[src/rtl/imem_arbiter_if.sv]
// Bus bundle between the instruction-memory arbiter, its two requesters and the memory.
// Member names carry the arbiter's direction: i_* flows into the arbiter and o_* flows out of it.
interface imem_arbiter_if #(
  parameter int ADR_W = 20
) ();
  // fetch port
  logic              i_f_req;
  logic [31:0]       i_f_adr;
  logic              o_f_gnt;
  logic              o_f_rvalid;
  logic [31:0]       o_f_instr;
  logic              o_f_err;
  // loader / debug port
  logic              i_l_req;
  logic              i_l_we;
  logic [31:0]       i_l_adr;
  logic [31:0]       i_l_wdata;
  logic              o_l_gnt;
  logic              o_l_rvalid;
  logic [31:0]       o_l_rdata;
  // boot sequencing
  logic              i_boot_done;
  logic              o_run;
  // memory side
  logic              o_mem_en;
  logic              o_mem_we;
  logic [ADR_W-1:0]  o_mem_adr;
  logic [31:0]       o_mem_wdata;
  logic [31:0]       i_mem_rdata;

  // Arbiter view of the bundle.
  modport slave (
    input  i_f_req, i_f_adr, i_l_req, i_l_we, i_l_adr, i_l_wdata, i_boot_done, i_mem_rdata,
    output o_f_gnt, o_f_rvalid, o_f_instr, o_f_err,
    output o_l_gnt, o_l_rvalid, o_l_rdata, o_run,
    output o_mem_en, o_mem_we, o_mem_adr, o_mem_wdata
  );

  // Requester / memory-environment view of the bundle.
  modport master (
    output i_f_req, i_f_adr, i_l_req, i_l_we, i_l_adr, i_l_wdata, i_boot_done, i_mem_rdata,
    input  o_f_gnt, o_f_rvalid, o_f_instr, o_f_err,
    input  o_l_gnt, o_l_rvalid, o_l_rdata, o_run,
    input  o_mem_en, o_mem_we, o_mem_adr, o_mem_wdata
  );
endinterface

[src/rtl/imem_arbiter.sv]
// Instruction-memory arbiter: shares one single-ported byte-addressed memory between the
// IF-stage fetch port and a loader/debug port. After reset only the loader may access memory
// (BOOT) until i_boot_done; in RUN fetch has priority, with a starvation guard for the loader.
// Grants and memory strobes are combinational in the request cycle; responses come one cycle later.
// Optional macro IMEM_ARB_STATS_EN adds fetch-stall and loader-grant statistics counters.
module imem_arbiter #(
  parameter int          ADR_W      = 20,
  parameter int          MAX_STARVE = 4,
  parameter bit          BOOT_HOLD  = 1'b1,
  parameter logic [31:0] NOP_INSTR  = 32'h0000_0013
) (
  input  logic          i_clk,
  input  logic          i_rst_n,
  imem_arbiter_if.slave bus
`ifdef IMEM_ARB_STATS_EN
  ,
  output logic [15:0]   o_f_stall_cnt,
  output logic [15:0]   o_l_gnt_cnt
`endif
);

  typedef enum logic {
    S_BOOT = 1'b0,
    S_RUN  = 1'b1
  } state_t;

  localparam logic [3:0] LP_MAX       = 4'(MAX_STARVE);
  localparam state_t     LP_RST_STATE = BOOT_HOLD ? S_BOOT : S_RUN;

  state_t       r_state;
  logic         r_run;
  logic [3:0]   r_starve;
  logic         r_f_rvalid;
  logic         r_f_err;
  logic         r_l_rvalid;
  logic         r_l_we;

  logic         w_f_fault;
  logic         w_starved;
  logic         w_f_gnt;
  logic         w_l_gnt;
  logic [31:0]  w_l_adr_al;

  // Saturating increment of the loader starvation counter.
  function automatic logic [3:0] starve_inc(input logic [3:0] cur);
    return (cur >= LP_MAX) ? LP_MAX : cur + 4'd1;
  endfunction

  // A fetch is faulted when misaligned or beyond the memory's byte-address range.
  assign w_f_fault  = (bus.i_f_adr[1:0] != 2'b00) || ((bus.i_f_adr >> ADR_W) != 32'd0);
  // Loader accesses are always whole words; stray low address bits are dropped.
  assign w_l_adr_al = {bus.i_l_adr[31:2], 2'b00};
  assign w_starved  = (r_starve == LP_MAX);

  // Request-cycle arbitration: loader only in BOOT; fetch first in RUN unless the loader is starved.
  always_comb begin
    w_f_gnt = 1'b0;
    w_l_gnt = 1'b0;
    if (i_rst_n) begin
      if (r_state == S_BOOT) begin
        w_l_gnt = bus.i_l_req;
      end else begin
        w_l_gnt = bus.i_l_req && (w_starved || !bus.i_f_req);
        w_f_gnt = bus.i_f_req && !w_l_gnt;
      end
    end
  end

  // Drive the memory in the grant cycle; faulted fetches are granted without touching memory.
  always_comb begin
    bus.o_mem_en    = w_l_gnt || (w_f_gnt && !w_f_fault);
    bus.o_mem_we    = w_l_gnt && bus.i_l_we;
    bus.o_mem_adr   = '0;
    bus.o_mem_wdata = '0;
    if (w_l_gnt) begin
      bus.o_mem_adr = w_l_adr_al[ADR_W-1:0];
      if (bus.i_l_we) bus.o_mem_wdata = bus.i_l_wdata;
    end else if (w_f_gnt) begin
      bus.o_mem_adr = bus.i_f_adr[ADR_W-1:0];
    end
  end

  // Boot sequencer: BOOT until the done pulse, then RUN until reset.
  always_ff @(posedge i_clk or negedge i_rst_n) begin
    if (!i_rst_n) begin
      r_state <= LP_RST_STATE;
      r_run   <= !BOOT_HOLD;
    end else begin
      case (r_state)
        S_BOOT: begin
          if (bus.i_boot_done) begin
            r_state <= S_RUN;
            r_run   <= 1'b1;
          end
        end
        S_RUN: begin
          r_state <= S_RUN;
          r_run   <= 1'b1;
        end
        default: begin
          r_state <= LP_RST_STATE;
          r_run   <= !BOOT_HOLD;
        end
      endcase
    end
  end

  // Count consecutive denied loader cycles; any grant or dropped request restarts the count.
  always_ff @(posedge i_clk or negedge i_rst_n) begin
    if (!i_rst_n) begin
      r_starve <= 4'd0;
    end else if (!bus.i_l_req || w_l_gnt) begin
      r_starve <= 4'd0;
    end else begin
      r_starve <= starve_inc(r_starve);
    end
  end

  // Remember who was granted so the response is routed back one cycle later.
  always_ff @(posedge i_clk or negedge i_rst_n) begin
    if (!i_rst_n) begin
      r_f_rvalid <= 1'b0;
      r_f_err    <= 1'b0;
      r_l_rvalid <= 1'b0;
      r_l_we     <= 1'b0;
    end else begin
      r_f_rvalid <= w_f_gnt;
      r_f_err    <= w_f_gnt && w_f_fault;
      r_l_rvalid <= w_l_gnt;
      r_l_we     <= w_l_gnt && bus.i_l_we;
    end
  end

  assign bus.o_f_gnt    = w_f_gnt;
  assign bus.o_l_gnt    = w_l_gnt;
  assign bus.o_run      = r_run;
  assign bus.o_f_rvalid = r_f_rvalid;
  assign bus.o_f_err    = r_f_err;
  assign bus.o_f_instr  = !r_f_rvalid ? 32'd0 : (r_f_err ? NOP_INSTR : bus.i_mem_rdata);
  assign bus.o_l_rvalid = r_l_rvalid;
  assign bus.o_l_rdata  = (r_l_rvalid && !r_l_we) ? bus.i_mem_rdata : 32'd0;

`ifdef IMEM_ARB_STATS_EN
  logic [15:0] r_f_stall_cnt;
  logic [15:0] r_l_gnt_cnt;

  // Saturating 16-bit event counter step.
  function automatic logic [15:0] sat_inc16(input logic [15:0] cur);
    return (cur == 16'hFFFF) ? cur : cur + 16'd1;
  endfunction

  // Statistics: stalled fetch cycles (BOOT included) and loader grants.
  always_ff @(posedge i_clk or negedge i_rst_n) begin
    if (!i_rst_n) begin
      r_f_stall_cnt <= 16'd0;
      r_l_gnt_cnt   <= 16'd0;
    end else begin
      if (bus.i_f_req && !w_f_gnt) r_f_stall_cnt <= sat_inc16(r_f_stall_cnt);
      if (w_l_gnt)                 r_l_gnt_cnt   <= sat_inc16(r_l_gnt_cnt);
    end
  end

  assign o_f_stall_cnt = r_f_stall_cnt;
  assign o_l_gnt_cnt   = r_l_gnt_cnt;
`endif

endmodule

[src/flat_wrapper.sv]
// flat-port wrapper written by rule: the top's interface ports become plain ports
module imem_arbiter_flat 
#(
  parameter int          ADR_W      = 20,
  parameter int          MAX_STARVE = 4,
  parameter bit          BOOT_HOLD  = 1'b1,
  parameter logic [31:0] NOP_INSTR  = 32'h0000_0013
)
  (i_clk, i_rst_n, bus_i_f_req, bus_i_f_adr, bus_i_l_req, bus_i_l_we, bus_i_l_adr, bus_i_l_wdata, bus_i_boot_done, bus_i_mem_rdata, bus_o_f_gnt, bus_o_f_rvalid, bus_o_f_instr, bus_o_f_err, bus_o_l_gnt, bus_o_l_rvalid, bus_o_l_rdata, bus_o_run, bus_o_mem_en, bus_o_mem_we, bus_o_mem_adr, bus_o_mem_wdata);
  imem_arbiter_if #(.ADR_W(ADR_W)) bus_i ();
  input  logic i_clk;
  input  logic i_rst_n;
  input wire logic [$bits(bus_i.i_f_req)-1:0] bus_i_f_req;
  input wire logic [$bits(bus_i.i_f_adr)-1:0] bus_i_f_adr;
  input wire logic [$bits(bus_i.i_l_req)-1:0] bus_i_l_req;
  input wire logic [$bits(bus_i.i_l_we)-1:0] bus_i_l_we;
  input wire logic [$bits(bus_i.i_l_adr)-1:0] bus_i_l_adr;
  input wire logic [$bits(bus_i.i_l_wdata)-1:0] bus_i_l_wdata;
  input wire logic [$bits(bus_i.i_boot_done)-1:0] bus_i_boot_done;
  input wire logic [$bits(bus_i.i_mem_rdata)-1:0] bus_i_mem_rdata;
  output wire logic [$bits(bus_i.o_f_gnt)-1:0] bus_o_f_gnt;
  output wire logic [$bits(bus_i.o_f_rvalid)-1:0] bus_o_f_rvalid;
  output wire logic [$bits(bus_i.o_f_instr)-1:0] bus_o_f_instr;
  output wire logic [$bits(bus_i.o_f_err)-1:0] bus_o_f_err;
  output wire logic [$bits(bus_i.o_l_gnt)-1:0] bus_o_l_gnt;
  output wire logic [$bits(bus_i.o_l_rvalid)-1:0] bus_o_l_rvalid;
  output wire logic [$bits(bus_i.o_l_rdata)-1:0] bus_o_l_rdata;
  output wire logic [$bits(bus_i.o_run)-1:0] bus_o_run;
  output wire logic [$bits(bus_i.o_mem_en)-1:0] bus_o_mem_en;
  output wire logic [$bits(bus_i.o_mem_we)-1:0] bus_o_mem_we;
  output wire logic [$bits(bus_i.o_mem_adr)-1:0] bus_o_mem_adr;
  output wire logic [$bits(bus_i.o_mem_wdata)-1:0] bus_o_mem_wdata;
  assign bus_i.i_f_req = bus_i_f_req;
  assign bus_i.i_f_adr = bus_i_f_adr;
  assign bus_i.i_l_req = bus_i_l_req;
  assign bus_i.i_l_we = bus_i_l_we;
  assign bus_i.i_l_adr = bus_i_l_adr;
  assign bus_i.i_l_wdata = bus_i_l_wdata;
  assign bus_i.i_boot_done = bus_i_boot_done;
  assign bus_i.i_mem_rdata = bus_i_mem_rdata;
  assign bus_o_f_gnt = bus_i.o_f_gnt;
  assign bus_o_f_rvalid = bus_i.o_f_rvalid;
  assign bus_o_f_instr = bus_i.o_f_instr;
  assign bus_o_f_err = bus_i.o_f_err;
  assign bus_o_l_gnt = bus_i.o_l_gnt;
  assign bus_o_l_rvalid = bus_i.o_l_rvalid;
  assign bus_o_l_rdata = bus_i.o_l_rdata;
  assign bus_o_run = bus_i.o_run;
  assign bus_o_mem_en = bus_i.o_mem_en;
  assign bus_o_mem_we = bus_i.o_mem_we;
  assign bus_o_mem_adr = bus_i.o_mem_adr;
  assign bus_o_mem_wdata = bus_i.o_mem_wdata;
  imem_arbiter #(.ADR_W(ADR_W), .MAX_STARVE(MAX_STARVE), .BOOT_HOLD(BOOT_HOLD), .NOP_INSTR(NOP_INSTR)) u_core (.i_clk(i_clk), .i_rst_n(i_rst_n), .bus(bus_i));
endmodule
[config.mk]
export PLATFORM = sky130hd
export DESIGN_NAME = imem_arbiter_flat
export DESIGN_NICKNAME = d
export VERILOG_FILES = /design/src/rtl/imem_arbiter_if.sv /design/src/rtl/imem_arbiter.sv /design/src/flat_wrapper.sv
export SDC_FILE = /design/constraint.sdc
export NUM_CORES = 1
export LEC_CHECK = 0
export BUFFER_PORTS_ARGS = -buffer_cell sky130_fd_sc_hd__buf_4
export CAP_MARGIN = 5
export CORE_AREA = 2 2 99 101
export CTS_BUF_LIST = sky130_fd_sc_hd__clkbuf_4 sky130_fd_sc_hd__clkbuf_8 sky130_fd_sc_hd__clkbuf_16
export CTS_CLUSTER_SIZE = 40
export DETAILED_ROUTE_END_ITERATION = 8
export DIE_AREA = 0 0 101 103
export GPL_ROUTABILITY_DRIVEN = 0
export GPL_TIMING_DRIVEN = 0
export MAX_ROUTING_LAYER = met4
export SLEW_MARGIN = 20
export SYNTH_ARGS = -nofsm -noshare
export SYNTH_HDL_FRONTEND = slang
export SYNTH_SLANG_ARGS = --single-unit
[constraint.sdc]
create_clock -name i_clk -period 1.6 [get_ports i_clk]
set_clock_uncertainty 0.05 [all_clocks]
set_input_delay 0.16 -clock i_clk [delete_from_list [all_inputs] [get_ports i_clk]]
set_output_delay 0.16 -clock i_clk [all_outputs]
set_load 0.1 [all_outputs]
Word level (Yosys, flattened, before mapping)
Index checks and enable logic that the tools add are counted.
Cells by class
  muxes and demuxes: 17
  equality and inequality tests: 2
  $add $sub $neg: 1
  reductions and logical operators: 17
  magnitude comparators: 1
  bitwise gates (word level): 1
Operators with widths (number)
  32-bit 2-to-1 mux: 5
  20-bit 2-to-1 mux: 2
  32-bit nonzero test: 1
  4-bit 2-to-1 mux: 2
  1-bit logical AND: 6
  1-bit 2-to-1 mux: 6
  1-bit logical NOT: 5
  4-bit by 1-bit adder with 4-bit output (second input constant): 1
  4-bit by 3-bit equality test with 1-bit output (second input constant): 1
  4-bit by 3-bit greater-or-equal comparator with 1-bit output (second input constant): 1
  1-bit logical OR: 4
  1-bit case mux with 2 select lines: 2
  2-bit inequality test (second input constant): 1
  2-bit nonzero test: 1
  1-bit NOT: 1
Word-level totals
  output and inout bits: 124
  logic and storage cells: 46
  register bits: 10
  bits of input ports: 134

Longest topological paths before layout
  depth in word-level cells: 9
  gate-level depth with buffers: 7
  depth with buffers taken out: 5

Least setup slack after synthesis
Ideal clock, no wire load.
  kind: reg-to-output
  from: reg u_core.r_f_rvalid (netlist: u_core.bus.o_f_rvalid)
  to: out bus_o_f_instr[21]
  buffers on the path: 2
  required time: 1.390 ns
  stages on the path, launching flop included: 5
  path slack: -0.983 ns
  arrival: 2.373 ns
  cell sequence: dfrtp_1 and2b_1 clkbuf_1 clkbuf_1 and2_1
Between the ends
  word-level cells in the longest chain between the ends: 1
RTL lines
  from (decl): RTL line imem_arbiter.sv:33  | logic r_f_rvalid;
  from (signal assigned): RTL line imem_arbiter.sv:127  | r_f_rvalid <= w_f_gnt;
  32-bit 2-to-1 mux: RTL line imem_arbiter.sv:139  | assign bus.o_f_instr = !r_f_rvalid ? 32'd0 : (r_f_err ? NOP_INSTR : bus.i_mem_rdata);
  to (decl): RTL line flat_wrapper.sv:23  | output wire logic [$bits(bus_i.o_f_instr)-1:0] bus_o_f_instr;
No other way between the ends.

Worst setup path after layout
  from: reg u_core.r_starve[1]
  to: out bus_o_mem_adr[18]
Between the ends
  word-level cells in the longest chain between the ends: 9
  elaborated cells on any way between the ends: 11
  those cells by class: eq/ne (1); mux (6); reduce/logical (4)
RTL lines
  from (decl): RTL line imem_arbiter.sv:32  | logic [3:0] r_starve;
  from (signal assigned): RTL line imem_arbiter.sv:115  | r_starve <= starve_inc(r_starve);
  4-bit by 3-bit equality test with 1-bit output (*): RTL line imem_arbiter.sv:53  | assign w_starved = (r_starve == LP_MAX);
  1-bit logical OR (*): RTL line imem_arbiter.sv:63  | w_l_gnt = bus.i_l_req && (w_starved || !bus.i_f_req);
  1-bit logical AND (*): RTL line imem_arbiter.sv:63
  1-bit logical NOT: RTL line imem_arbiter.sv:64  | w_f_gnt = bus.i_f_req && !w_l_gnt;
  1-bit logical AND: RTL line imem_arbiter.sv:64
  1-bit 2-to-1 mux: RTL line imem_arbiter.sv:60  | if (r_state == S_BOOT) begin
  1-bit 2-to-1 mux: RTL line imem_arbiter.sv:59  | if (i_rst_n) begin
  20-bit 2-to-1 mux: RTL line imem_arbiter.sv:78  | end else if (w_f_gnt) begin
  20-bit 2-to-1 mux (*): RTL line imem_arbiter.sv:75  | if (w_l_gnt) begin
  to (decl): RTL line flat_wrapper.sv:31  | output wire logic [$bits(bus_i.o_mem_adr)-1:0] bus_o_mem_adr;
Mark *: on every way between the ends. The rest lies on a longest branch, timed or not.

==> metrics.txt <==
run status finished, violations left; failing checks setup timing; largest net degree at the start of global routing 11; setup TNS -25.36 ns; CP top delay family compound AO/OA/AOI/OAI gates; core area approximately 9500 sq um; Initial Utilization 14.4%; critical path capture point type output pin; most numerous cell in the Yosys netlist and2_1; Tot Pwr about 2.7 mW; final setup fails between 100 and 150; Static Leakage roughly 2.7 nW; number of global-route vias before repair between 2,000 and 3,000; Setup CP Type flop to output pin; Inserted Diodes 0; register share of total power between 10 and 15%; GRT overflow 0; Setup WS pre-CTS -0.333 ns; Netlist Area Pre-Place roughly 1400 sq um; Fill cells around 700; CP max-delay cell dfrtp_1; P_int 1.38 mW; Detailed Place HPWL 6.15 mm; placed instance count roughly 530; Die Wd between 100 and 150 um; Cell variety after synth 27; Yosys top cell by area and2_1; Most Frequent Cell on Critical Path buf_12; CTS clk-pin slew, worst paths approximately 0.050 ns; WL per Instance between 15 and 20 um; ys async rst share 100%; via count 2,421; # DRC 0; post-synthesis net count just over 300; clk_lat worst skew about 0.23 ns; PortBufs ~240; Req. time, crit path roughly 1.4 ns; Hold Path Cell Cnt 2; VDD IR max 0.000298 V; power share of the clock group a little under an eighth; 1st-iter DRT viols 25; multi-input logic area 1500 sq um; CTS tree done; MaxCap Viol Count 0; Slew Limit Fails 0; fin crit share 127%; logic gate share of total power roughly 80%; crit path buf inv count 3; Post-synth EDFFs 0; max incr delay on CP 0.38 ns; Mapped Cells between 150 and 200; synthesis-to-layout area growth 329%; Syn. warnings 0; Max FO, Critical Path 10; post-synthesis register bit count 10; min-delay src bus_i_boot_done; Tmin final between 2 and 2.5 ns; most frequent cells after synthesis and2_1, and3_1, a22o_1, dfrtp_1, clkbuf_1; Root Buffer clkbuf_8; sw power 1.31 mW; Longest Clk Path Bufs 2; final instance area 5840 sq um; CTS buffer count 3; H-Tree Depth 1; TritonRoute pass-1 iters 4; final wirelength about 9.4 mm; Placement Rows 36; crit start category flop; critical path depth 7; final hold viol count 0; r2r worst-path depth 7; register area share after synthesis between 10% and 20%; switch share roughly half; non-filler cells, final 560; share of cells above drive strength 1 between 90% and 100%; routed vias/inst between 4 and 5; sequential cell area ~260 sq um; initial antenna violation count 0; final worst setup slack -0.436 ns; Num Clock Sinks 10; largest cells by area after synthesis and2_1, dfrtp_1, and3_1; first-pass GRT wire length about 13 mm; Reg-to-Reg Start u_core.r_starve[1]$_DFF_PN0_; critical-path cell list inv_2 > ha_4 > nand3b_4 > o2111a_2 > buf_12 > a22o_4 > buf_12; Overall Global Routing Usage ~16%; Hold Crit Class input port to flop; final net count 583; worst endpoint data arrival time around 1.8 ns; unrepaired setup endpoints after global routing yes; Final ANT Viol Nets 0; Peak Freq about 0.5 GHz; syn_area_per_cell roughly 7.9 sq um; top cell type's share of synthesized area 29.9%; I/O pin total roughly 260; Top FF cell, synth dfrtp_1; CP startpoint u_core.r_starve[1]$_DFF_PN0_; die span in y between 100 and 150 um; Die Footprint ~10,000 sq um; placed cell area ~3800 sq um; Power Dens Cells 460 nW/um^2
## final cells by class
| cell class | count | area share [%] |
|---|---|---|
| well taps | 114 | 2.44 |
| clock buffers | 4 | 0.942 |
| repair buffers | 270 | 62.3 |
| plain buffers | 17 | 4.01 |
| inverters | 3 | 0.193 |
| flip-flops and latches | 10 | 4.48 |
| multi-input cells | 142 | 25.7 |
## flip-flops by register name, summed over array words and instances, names as in the netlist
register	count
u_core.r_state	1
u_core.bus.o_run	1
u_core.bus.o_f_rvalid	1
u_core.bus.o_l_rvalid	1
u_core.bus.o_f_err	1
u_core.r_starve	4
u_core.r_l_we	1
## cells by family after synthesis
logic type,synth area share [%]
AND/OR/NAND/NOR,53.8
buffers and inverters,9.47
flip-flops,18.4
AO/OA/AOI/OAI,16.3
adder cells (fa/ha/maj),1.84
other,0.275
## through the flow
stage / hold slack, ns / utilization [%]
floorplan: -0.186 / -
global placement: -0.0446 / 40.6
detailed placement: -0.0445 / 40.6
CTS: 0.0653 / 59.3
global route: 0.0672 / 61.8
finish: 0.0737 / 61.8
## power groups by stage
stage / Clock [mW] / Combinational [mW] / Sequential, mW
4_1_cts: 0.321 / 2.03 / 0.274
2_1_floorplan: 0 / 1.12 / 0.310
5_1_grt: 0.341 / 2.17 / 0.275
3_5_place_dp: 0 / 1.61 / 0.281
3_3_place_gp: 0 / 1.60 / 0.281
6_report: 0.312 / 2.10 / 0.274
## worst register-to-register path, cell delays in order (launching register included)
cell and delay [ns]:
dfrtp_1 0.38, inv_2 0.08, ha_4 0.14, nand3b_4 0.09, o2111a_2 0.35, buf_12 0.17
buf_4 0.13, and2_1 0.12
## layer usage
layer  track usage (%)  wire length [um]  vias up
met5                 -                 0        -
met4              4.05               146        0
met3              3.05               526       14
met2              30.7              5520      112
met1              17.4              3200     1154
li1                  -                 -     1141
## final timing paths
check                      slack (ns)                               to
hold / removal                   0.07         u_core.r_state$_DFF_PN0_
max in group asynchronous        0.78  u_core.bus.o_l_rvalid$_DFF_PN0_
hold reg to reg                  0.43     u_core.bus.o_run$_DFFE_PN0P_
setup reg to reg                -0.02     u_core.bus.o_f_err$_DFF_PN0_
min in group asynchronous        0.38         u_core.r_state$_DFF_PN0_
setup / recovery                -0.44                bus_o_mem_adr[18]
## cells in the final DEF (no fill, tap or decap), types with 2 or more instances in the layout
| cell | instances |
|---|---|
| and3_4 | 32 |
| clkbuf_8 | 4 |
| a22o_4 | 18 |
| nor2_1 | 3 |
| nor4_1 | 3 |
| buf_8 | 11 |
| buf_12 | 119 |
| clkbuf_16 | 4 |
| inv_2 | 2 |
| dfrtp_4 | 3 |
| o21a_2 | 3 |
| and2_4 | 62 |
| buf_16 | 2 |
| buf_6 | 12 |
| and2_2 | 2 |
| nor3_1 | 2 |
| clkbuf_1 | 3 |
| buf_4 | 135 |
| dfrtp_1 | 7 |
## timing repair
action / in CTS / in global routing
hold endpoints to repair: 10 / 0
hold buffers: 1 / 0
gates resized for setup: 352 / 39
pin swaps: 11 / 22
setup buffers: 15 / 5
gates cloned: 6 / 3
endpoints found under the setup margin: 115 / 121
Power figures use the tool's default switching activity.
